`config.mk`:
```
export PLATFORM = sky130hd
export DESIGN_NAME = cpu_fetch_decode_seq
export DESIGN_NICKNAME = d
export VERILOG_FILES = /design/src/rtl/cpu_isa_pkg.sv /design/src/rtl/cpu_mul_wait_counter.sv /design/src/rtl/cpu_fetch_decode_seq.sv
export SDC_FILE = /design/constraint.sdc
export NUM_CORES = 1
export LEC_CHECK = 0
export ABC_AREA = 1
export ABC_CLOCK_PERIOD_IN_PS = 1250
export CAP_MARGIN = 20
export CELL_PAD_IN_SITES_DETAIL_PLACEMENT = 0
export CELL_PAD_IN_SITES_GLOBAL_PLACEMENT = 1
export CORE_MARGIN = 4
export CORE_UTILIZATION = 26
export DETAILED_ROUTE_END_ITERATION = 16
export HOLD_SLACK_MARGIN = 0.1
export PLACE_DENSITY = 0.77
export SKIP_CTS_REPAIR_TIMING = 1
export SYNTH_ARGS = -nofsm -noshare
export SYNTH_HDL_FRONTEND = slang
export SYNTH_SLANG_ARGS = --single-unit
```
`constraint.sdc`:
```
create_clock -name clk -period 1.25 [get_ports clk]
set_input_delay 0.1875 -clock clk [delete_from_list [all_inputs] [get_ports clk]]
set_output_delay 0.1875 -clock clk [all_outputs]
set_load 0.02 [all_outputs]
```
`src/rtl/cpu_isa_pkg.sv`:
```
// cpu_isa_pkg
// Opcode encodings, sequencer state encoding and opcode-class helpers shared
// by the fetch/decode sequencer and the execute stage.
package cpu_isa_pkg;

    localparam int OPCODE_W = 6;

    typedef logic [OPCODE_W-1:0] opcode_t;

    // Encoded opcodes as they appear in IR[15:10]
    localparam opcode_t OP_JMR     = 6'h00;
    localparam opcode_t OP_AIM     = 6'h0B;
    localparam opcode_t OP_SIM     = 6'h0C;
    localparam opcode_t OP_ADD     = 6'h11;
    localparam opcode_t OP_STORE   = 6'h19;
    localparam opcode_t OP_LOAD    = 6'h1A;
    localparam opcode_t OP_PUSH    = 6'h1B;
    localparam opcode_t OP_POP     = 6'h1C;
    localparam opcode_t OP_MUL     = 6'h21;
    localparam opcode_t OP_MLS     = 6'h22;
    localparam opcode_t OP_CALL    = 6'h24;
    localparam opcode_t OP_RTN     = 6'h26;
    localparam opcode_t OP_BRD     = 6'h38;

    // Highest legal encoding; anything above decodes as illegal
    localparam opcode_t OP_MAX     = 6'h38;
    localparam opcode_t OP_ILLEGAL = 6'h3F;

    // Sequencer phases
    typedef enum logic [1:0] {
        ST_FETCH  = 2'd0,
        ST_DECODE = 2'd1,
        ST_EXEC1  = 2'd2,
        ST_EXEC2  = 2'd3
    } seq_state_t;

    // Instructions that wait in EXEC2 for the data-memory handshake
    function automatic logic is_mem_op(input opcode_t op);
        logic hit;
        hit = 1'b0;
        case (op)
            OP_STORE, OP_LOAD, OP_PUSH, OP_POP, OP_CALL, OP_RTN: hit = 1'b1;
            default:                                             hit = 1'b0;
        endcase
        return hit;
    endfunction

    // Instructions that spend a fixed number of cycles in EXEC2
    function automatic logic is_mul_op(input opcode_t op);
        return (op == OP_MUL) || (op == OP_MLS);
    endfunction

    function automatic logic is_illegal_op(input opcode_t op);
        return op > OP_MAX;
    endfunction

endpackage

```
`src/rtl/cpu_mul_wait_counter.sv`:
```
// cpu_mul_wait_counter
// Loadable down-counter that times the fixed-length EXEC2 phase of the
// multiply instructions. zero is high once the count has run out.
module cpu_mul_wait_counter
    import cpu_isa_pkg::*;
#(
    parameter int WIDTH = 3
) (
    input  logic             clk,
    input  logic             rst_n,
    input  logic             load,
    input  logic [WIDTH-1:0] load_value,
    input  logic             dec,
    output logic             zero
);

    logic [WIDTH-1:0] count;

    // Load has priority over decrement; the count saturates at zero
    always_ff @(posedge clk) begin
        if (!rst_n) begin
            count <= '0;
        end else if (load) begin
            count <= load_value;
        end else if (dec && (count != '0)) begin
            count <= count - WIDTH'(1);
        end
    end

    assign zero = (count == '0);

endmodule

```
`src/rtl/cpu_fetch_decode_seq.sv`:
```
// cpu_fetch_decode_seq
// Fetch/decode sequencer ahead of the execute stage. Fetches one 16-bit word
// per instruction over the imem handshake, decodes IR[15:10] into the latched
// opcode and produces the exec1/exec2 timing strobes. Owns the PC.
// Optional feature: define CPU_ILLEGAL_TRAP_EN to vector illegal opcodes to
// TRAP_VECTOR with a one-cycle trap pulse; otherwise they behave as NOPs.
module cpu_fetch_decode_seq
    import cpu_isa_pkg::*;
#(
    parameter logic [15:0] RESET_PC    = 16'h0000,
    parameter int          MUL_CYCLES  = 4,
    parameter logic [15:0] TRAP_VECTOR = 16'h0004
) (
    input  logic        clk,
    input  logic        rst_n,
    output logic        imem_req,
    output logic [15:0] imem_addr,
    input  logic        imem_ack,
    input  logic [15:0] imem_rdata,
    input  logic        dmem_done,
    input  logic        skipstatus,
    input  logic        pc_load,
    input  logic [15:0] pc_load_value,
    output logic        skip_clr,
    output logic [15:0] instruction,
    output logic [5:0]  decoder_encoded_opcode,
    output logic        exec1,
    output logic        exec2,
    output logic        aim,
    output logic        sim,
    output logic [15:0] pc,
    output logic        trap
);

`ifdef CPU_ILLEGAL_TRAP_EN
    localparam bit TRAP_EN = 1'b1;
`else
    localparam bit TRAP_EN = 1'b0;
`endif

    // The counter must be able to hold MUL_CYCLES; it is loaded with one
    // less so that zero marks the final EXEC2 cycle
    localparam int             CNT_W    = $clog2(MUL_CYCLES + 1);
    localparam logic [CNT_W-1:0] MUL_LOAD = CNT_W'(MUL_CYCLES - 1);

    seq_state_t state;
    seq_state_t state_next;

    logic [15:0] ir;
    opcode_t     opcode;
    opcode_t     decode_op;
    logic        decode_illegal;
    logic        enter_exec2;
    logic        mul_dec;
    logic        mul_zero;

    assign decode_op      = ir[15:10];
    assign decode_illegal = is_illegal_op(decode_op);
    assign enter_exec2    = (state == ST_EXEC1) && (state_next == ST_EXEC2);
    assign mul_dec        = (state == ST_EXEC2) && is_mul_op(opcode);

    cpu_mul_wait_counter #(
        .WIDTH (CNT_W)
    ) u_mul_wait (
        .clk        (clk),
        .rst_n      (rst_n),
        .load       (enter_exec2),
        .load_value (MUL_LOAD),
        .dec        (mul_dec),
        .zero       (mul_zero)
    );

    // Sequencer state register; reset always returns to FETCH
    always_ff @(posedge clk) begin
        if (!rst_n) begin
            state <= ST_FETCH;
        end else begin
            state <= state_next;
        end
    end

    // Phase transitions: squash and illegal both fall straight back to FETCH
    always_comb begin
        state_next = state;
        case (state)
            ST_FETCH: begin
                if (imem_ack) begin
                    state_next = ST_DECODE;
                end
            end
            ST_DECODE: begin
                if (skipstatus) begin
                    state_next = ST_FETCH;
                end else if (decode_illegal) begin
                    state_next = ST_FETCH;
                end else begin
                    state_next = ST_EXEC1;
                end
            end
            ST_EXEC1: begin
                if (is_mem_op(opcode) || is_mul_op(opcode)) begin
                    state_next = ST_EXEC2;
                end else begin
                    state_next = ST_FETCH;
                end
            end
            ST_EXEC2: begin
                if (is_mul_op(opcode)) begin
                    if (mul_zero) begin
                        state_next = ST_FETCH;
                    end
                end else if (dmem_done) begin
                    state_next = ST_FETCH;
                end
            end
            default: begin
                state_next = ST_FETCH;
            end
        endcase
    end

    // Strobes are pure decodes of the current phase; the fetch request is
    // also held off while reset is asserted
    always_comb begin
        imem_req = 1'b0;
        skip_clr = 1'b0;
        exec1    = 1'b0;
        exec2    = 1'b0;
        aim      = 1'b0;
        sim      = 1'b0;
        trap     = 1'b0;
        case (state)
            ST_FETCH: begin
                imem_req = rst_n;
            end
            ST_DECODE: begin
                skip_clr = skipstatus;
                trap     = TRAP_EN && !skipstatus && decode_illegal;
            end
            ST_EXEC1: begin
                exec1 = 1'b1;
                aim   = (opcode == OP_AIM);
                sim   = (opcode == OP_SIM);
            end
            ST_EXEC2: begin
                exec2 = 1'b1;
            end
            default: begin
                imem_req = 1'b0;
            end
        endcase
    end

    // PC, IR and latched opcode; each phase only touches what it owns
    always_ff @(posedge clk) begin
        if (!rst_n) begin
            pc     <= RESET_PC;
            ir     <= '0;
            opcode <= OP_JMR;
        end else begin
            case (state)
                ST_FETCH: begin
                    if (imem_ack) begin
                        ir <= imem_rdata;
                        pc <= pc + 16'd1;
                    end
                end
                ST_DECODE: begin
                    if (skipstatus) begin
                        opcode <= decode_op;
                    end else if (decode_illegal) begin
                        opcode <= OP_ILLEGAL;
                        if (TRAP_EN) begin
                            pc <= TRAP_VECTOR;
                        end
                    end else begin
                        opcode <= decode_op;
                    end
                end
                ST_EXEC1: begin
                    if (pc_load) begin
                        pc <= pc_load_value;
                    end
                end
                default: begin
                end
            endcase
        end
    end

    assign imem_addr              = pc;
    assign instruction            = ir;
    assign decoder_encoded_opcode = opcode;

endmodule
```
==> impl_metrics.env, run 1 <==
export IMPL_outcome="finished, violations left"
export IMPL_violations="setup timing"
export IMPL_ios=99
export IMPL_power_density_nw_per_um2=757
export IMPL_clk_pin_slew_ns=0.09
export IMPL_fmax_mhz=688
export IMPL_syn_area_per_cell_um2=6.50
export IMPL_rsz0062_at_grt="true"
export IMPL_stdcell_area_um2=4660
export IMPL_grt_pass1_wl_um=12800
export IMPL_ys_seq_area_frac=0.356
export IMPL_netlist_top_cells_area="dfxtp_1 (36%), nor2_1 (11%), nand2_1 (10%)"
export IMPL_die_x_um=104
export IMPL_grt_pass1_vias=2709
export IMPL_clock_sinks=43
export IMPL_drv_cap=0
export IMPL_placed_cell_area_um2=3790
export IMPL_crit_required_ns=1.06
export IMPL_totalWireLength_um=8580
export IMPL_dr_total_vias=2924
export IMPL_synth_cells=372
export IMPL_stdcell_count=628
export IMPL_start_kind="flip-flop"
export IMPL_design_core_area_um2=8890
export IMPL_yosysWarnings=0
export IMPL_synthFlopType="dfxtp_1"
export IMPL_synth_top_area_cell="dfxtp_1"
export IMPL_dieHeight_um=104
export IMPL_arrival_ns=1.27
export IMPL_postSynthNetCount=413
export IMPL_holdWs_ns=0.456
export IMPL_drt_iter0_drc=77
export IMPL_cp_cell_sequence="nor2_4 -> nand3_2 -> nor3_4 -> buf_6"
export IMPL_ys_ff_latch=43
export IMPL_wl_per_cell_um=13.7
export IMPL_clk_latency_ns=0.30
export IMPL_gr_usage_met2=0.227
export IMPL_critPathMaxStageDelay_ns=0.36
export IMPL_critical_path_class="flip-flop to output pin"
export IMPL_io_buffers=97
export IMPL_root_buffer="clkbuf_8"
export IMPL_met3_usage=0.0490
export IMPL_initial_utilization=0.272
export IMPL_ant_nets=0
export IMPL_htreeDepth=2
export IMPL_setup_slack_ns=-0.203
export IMPL_drc_errors=0
export IMPL_syn2layout_area_growth_pct=92.8
export IMPL_hold_path_class="input pin to flip-flop"
export IMPL_final_max_slew_viol_count=0
export IMPL_drive_above_1_share=0.415
export IMPL_cp_max_fo=3
export IMPL_grt_busiest_layer="met2"
export IMPL_skew_ns=0.00864
export IMPL_synth_distinct_cells=28
export IMPL_num_rows=34
export IMPL_grt_max_degree=32
export IMPL_min_period_over_period=1.16
export IMPL_synth_top_area_share=0.356
export IMPL_post_route_min_period_ns=1.45
export IMPL_hold_viol_final=0
export IMPL_cp_end_kind="output pin"
export IMPL_diodes=0
export IMPL_via_per_inst=4.66
export IMPL_async_flop_share=0
export IMPL_cts_tree="yes"
export IMPL_hpwl_um=5980
export IMPL_p_leak_nw=2.66
export IMPL_met1_usage=0.181
export IMPL_antenna_found_initial=0
export IMPL_gp_congestion=0.822
export IMPL_clockBufferDepth=2
export IMPL_syn_area_um2=2420
export IMPL_synth_edf_count=0
export IMPL_grt_usage=0.141
export IMPL_place_inst=604
export IMPL_ir_worst_vdd_v=0.000460
export IMPL_num_nets_final=560
export IMPL_tritoncts_num_buffers=5
export IMPL_setup_viol=26
export IMPL_dr_pass1_iters=4
export IMPL_die_area_um2=10900
export IMPL_overflow=0
export IMPL_cpMaxStageDelayCell="dfxtp_2"
==> power by group <==
group / internal (W) / switching, W / leakage, nW
combinational: 0.000511 / 0.000516 / 2.25
sequential: 0.00145 / 0.0000732 / 0.363
clock: 0.000452 / 0.000528 / 0.0474
==> metal layers <==
| layer | routed length, um | part of all wire | vias to the layer above |
|---|---|---|---|
| met2 | 4150 | 0.48 | 108 |
| met5 | 0 | 0 | - |
| met4 | 98 | 0.011 | 0 |
| met1 | 3620 | 0.42 | 1329 |
| met3 | 718 | 0.084 | 11 |
| li1 | - | - | 1476 |
==> registers in the layout (all words and copies together), names as in the netlist <==
| signal | cells |
|---|---|
| state | 2 |
| instruction | 16 |
| imem_addr | 16 |
| u_mul_wait.count | 3 |
| decoder_encoded_opcode | 6 |
==> kinds of logic after synthesis <==
| group | after synthesis | share of synthesized area |
|---|---|---|
| and+or+nand+nor | 180 | 0.315 |
| AOI/OAI and AO/OA | 74 | 0.158 |
| buffers and inverters | 69 | 0.147 |
| DFF | 43 | 0.356 |
| adders and majority gates | 3 | 0.0155 |
| xor gates and xnor gates | 2 | 0.00725 |
| other | 1 | 0.00155 |
==> synth_stat cells (4+ instances only) <==
cell,n
a21oi_1,28
a31oi_1,4
buf_4,17
buf_6,4
clkbuf_1,7
dfxtp_1,43
inv_1,36
nand2_1,65
nand3_1,24
nor2_1,72
o21ai_0,38
or2_0,4
==> cells in the final DEF, fill, tap and decap left out, types with 13 or more instances in the layout <==
master           netlist  routed
nand3_1               24      14
nor2_4                 1      15
buf_6                  4      19
o21ai_0               38      14
a21oi_2                0      15
nor2_1                72      47
dfxtp_2                0      18
a21oi_1               28      13
dlymetal6s2s_1         0      47
o21ai_2                0      13
dfxtp_1               43      21
buf_4                 17      55
inv_1                 36      32
clkdlybuf4s50_1        0      37
nand2_1               65      49
==> path summary, 6_finish.rpt <==
kind	startpoint	to	slack, ns	depth (start not counted)
max	state[0]	aim	-0.20	4
min	pc_load_value[2]	imem_addr[2]	0.46	3
min reg2reg	instruction[2]	instruction[2]	0.49	2
max reg2reg	state[0]	imem_addr[10]	-0.13	7
==> worst max-delay path: cells and delay by family (launching register included) <==
family                 cells  cell delay (ns)
and+or+nand+nor            3             0.45
DFF                        1             0.36
buffers and inverters      1             0.15
==> metrics by stage <==
step / util / setup slack [ns] / TNS [ns] / power, W
after CTS: 0.437 / -0.673 / -22.54 / 0.00339
after detailed placement: 0.426 / -0.471 / -9.50 / 0.00240
after global routing: 0.524 / -0.271 / -4.61 / 0.00372
after global placement: 0.426 / -0.467 / -8.98 / 0.00240
final: 0.524 / -0.203 / -2.33 / 0.00353
after floorplan: - / -0.102 / -0.218 / 0.00194
==> area by class of cell <==
cell class / instances / area, um2
fillers: 852 / 4230
repair buffers: 169 / 1700
multi-input cells: 260 / 1650
flip-flops and latches: 43 / 898
inverters: 39 / 170
well taps: 108 / 135
clock buffers: 6 / 82.6
clock inverters: 2 / 16.3
repair inverters: 1 / 7.51
Note: power is estimated with default switching activity, not from simulation.
==> inputs of run 2 (changes only) <==
--- a/config.mk
+++ b/config.mk
@@ -6,15 +6,16 @@
 export NUM_CORES = 1
 export LEC_CHECK = 0
 export ABC_AREA = 1
-export ABC_CLOCK_PERIOD_IN_PS = 1250
+export ABC_CLOCK_PERIOD_IN_PS = 1600
 export CAP_MARGIN = 20
 export CELL_PAD_IN_SITES_DETAIL_PLACEMENT = 0
 export CELL_PAD_IN_SITES_GLOBAL_PLACEMENT = 1
 export CORE_MARGIN = 4
-export CORE_UTILIZATION = 26
+export CORE_UTILIZATION = 29
+export CTS_CLUSTER_SIZE = 16
 export DETAILED_ROUTE_END_ITERATION = 16
 export HOLD_SLACK_MARGIN = 0.1
-export PLACE_DENSITY = 0.77
+export PLACE_DENSITY = 0.81
 export SKIP_CTS_REPAIR_TIMING = 1
 export SYNTH_ARGS = -nofsm -noshare
 export SYNTH_HDL_FRONTEND = slang
==> constraint.sdc (replaced) <==
create_clock -name clk -period 1.6 [get_ports clk]
set_input_delay 0.24 -clock clk [delete_from_list [all_inputs] [get_ports clk]]
set_output_delay 0.24 -clock clk [all_outputs]
set_load 0.02 [all_outputs]
==> run 2 against run 1 <==
Net effect:
- critical path depth is 1 higher
- utilization is 6.5 points lower
- critical path type unchanged
- hold slack better by 0.030 ns
- the run now ends clean
- sequential share of layout area is 3.7 points higher
- clock power is 8.1% lower
- cell count is 8.4% lower
- cell area is 19% lower
- register-to-register slack better by 0.29 ns
- power is 23% lower
- sequential power is 22% lower
- flip-flop and latch count stayed put
==> impl_metrics.env, run 2 (synthesis gave the netlist of run 1 again) <==
export IMPL_outcome="complete, no violations"
export IMPL_grt_pass1_wl_um=12100
export IMPL_placed_cell_area_um2=3510
export IMPL_reg2reg_depth=8
export IMPL_clk_latency_ns=0.29
export IMPL_place_inst=567
export IMPL_initial_utilization=0.296
export IMPL_grt_usage=0.149
export IMPL_clk_pin_slew_ns=0.09
export IMPL_stdcell_count=575
export IMPL_wl_per_cell_um=13.0
export IMPL_syn2layout_area_growth_pct=55.2
export IMPL_die_area_um2=9860
export IMPL_die_x_um=99.3
export IMPL_p_leak_nw=2.21
export IMPL_ir_worst_vdd_v=0.000343
export IMPL_dr_total_vias=2643
export IMPL_cp_cell_sequence="inv_2 -> nor2_4 -> nand3_1 -> nor3_1 -> clkbuf_2"
export IMPL_drc_errors=0
export IMPL_power_density_nw_per_um2=721
export IMPL_setup_slack_ns=0.0713
export IMPL_layout_commonest_cell="nor2_1"
export IMPL_hold_viol_final=0
export IMPL_clockBufferDepth=2
export IMPL_skew_ns=0.00203
export IMPL_post_route_min_period_ns=1.53
export IMPL_ios=99
export IMPL_stdcell_area_um2=3750
export IMPL_drv_cap=0
export IMPL_final_cell_mix="nor2_1 (68), nand2_1 (64), clkdlybuf4s50_1 (50)"
export IMPL_dr_pass1_iters=4
export IMPL_min_period_over_period=0.955
export IMPL_dieHeight_um=99.3
export IMPL_cp_end_kind="output pin"
export IMPL_setup_viol=0
export IMPL_io_buffers=97
export IMPL_hpwl_um=5600
export IMPL_totalWireLength_um=7490
export IMPL_design_core_area_um2=8180
export IMPL_num_nets_final=510
export IMPL_antenna_found_initial=0
export IMPL_clock_sinks=43
export IMPL_num_rows=33
export IMPL_rsz0062_at_grt="true"
export IMPL_critPathMaxStageDelay_ns=0.36
export IMPL_via_per_inst=4.60
export IMPL_drt_iter0_drc=99
export IMPL_diodes=0
export IMPL_grt_max_degree=32
export IMPL_final_max_slew_viol_count=0
export IMPL_arrival_ns=1.29
export IMPL_fill_cells=866
export IMPL_hold_depth=2
export IMPL_overflow=0
export IMPL_gp_congestion=0.887
export IMPL_cts_tree="yes"
export IMPL_hold_path_class="flip-flop to flip-flop"
export IMPL_start_kind="flip-flop"
export IMPL_pre_cts_ws_ns=-0.218
export IMPL_fmax_mhz=654
export IMPL_regArea_um2=862
export IMPL_power_w=0.00270
export IMPL_crit_required_ns=1.36
export IMPL_root_buffer="clkbuf_8"
export IMPL_drive_above_1_share=0.109
export IMPL_ant_nets=0
export IMPL_tritoncts_num_buffers=5
export IMPL_setup_tns_ns=0
export IMPL_cpMaxStageDelayCell="dfxtp_2"
export IMPL_htreeDepth=2
export IMPL_grt_pass1_vias=2629
export IMPL_multi_input_area_um2=1230
export IMPL_cp_max_fo=3
export IMPL_critical_path_class="flip-flop to output pin"
==> run 2: through the flow <==
stage | utilization | hold WS [ns]
floorplan | - | 0.378
global placement | 0.429 | 0.461
detailed placement | 0.429 | 0.470
CTS | 0.444 | 0.492
global route | 0.459 | 0.520
finish | 0.459 | 0.486
==> run 2: cell type report <==
class	instances	area share
Inverter	39	0.0397
Tap cell	105	0.0350
Clock inverter	2	0.00934
Sequential cell	43	0.230
Multi-Input combinational cell	260	0.327
Timing Repair Buffer	120	0.337
Clock buffer	6	0.0220
==> run 2: layer usage <==
metal	share of wire	track usage	wire length [um]	vias to the layer above
met5	0	0	0	-
met4	0.010	0.0357	78	0
met3	0.095	0.0631	709	8
met2	0.45	0.253	3370	82
met1	0.44	0.174	3330	1187
li1	-	-	-	1366
==> run 2: where the power goes <==
part	internal [W]	total, W	switching (W)
clock network	0.000506	0.000901	0.000395
registers	0.00113	0.00118	0.0000485
logic	0.000306	0.000623	0.000318
total	0.00194	0.00270	0.000761
==> run 2: final timing paths <==
path                         end  slack (ns)      startpoint
hold reg to reg   instruction[4]        0.49  instruction[4]
setup reg to reg    imem_addr[4]        0.16        state[1]
hold / removal    instruction[4]        0.49  instruction[4]
setup / recovery             aim        0.07        state[1]
==> run 2: worst max-delay path, delay by kind of cell, from the launching register on <==
| family | cells | cell delay (ns) |
|---|---|---|
| buffers and inverters | 2 | 0.26 |
| flip-flops | 1 | 0.36 |
| AND/OR/NAND/NOR | 3 | 0.37 |
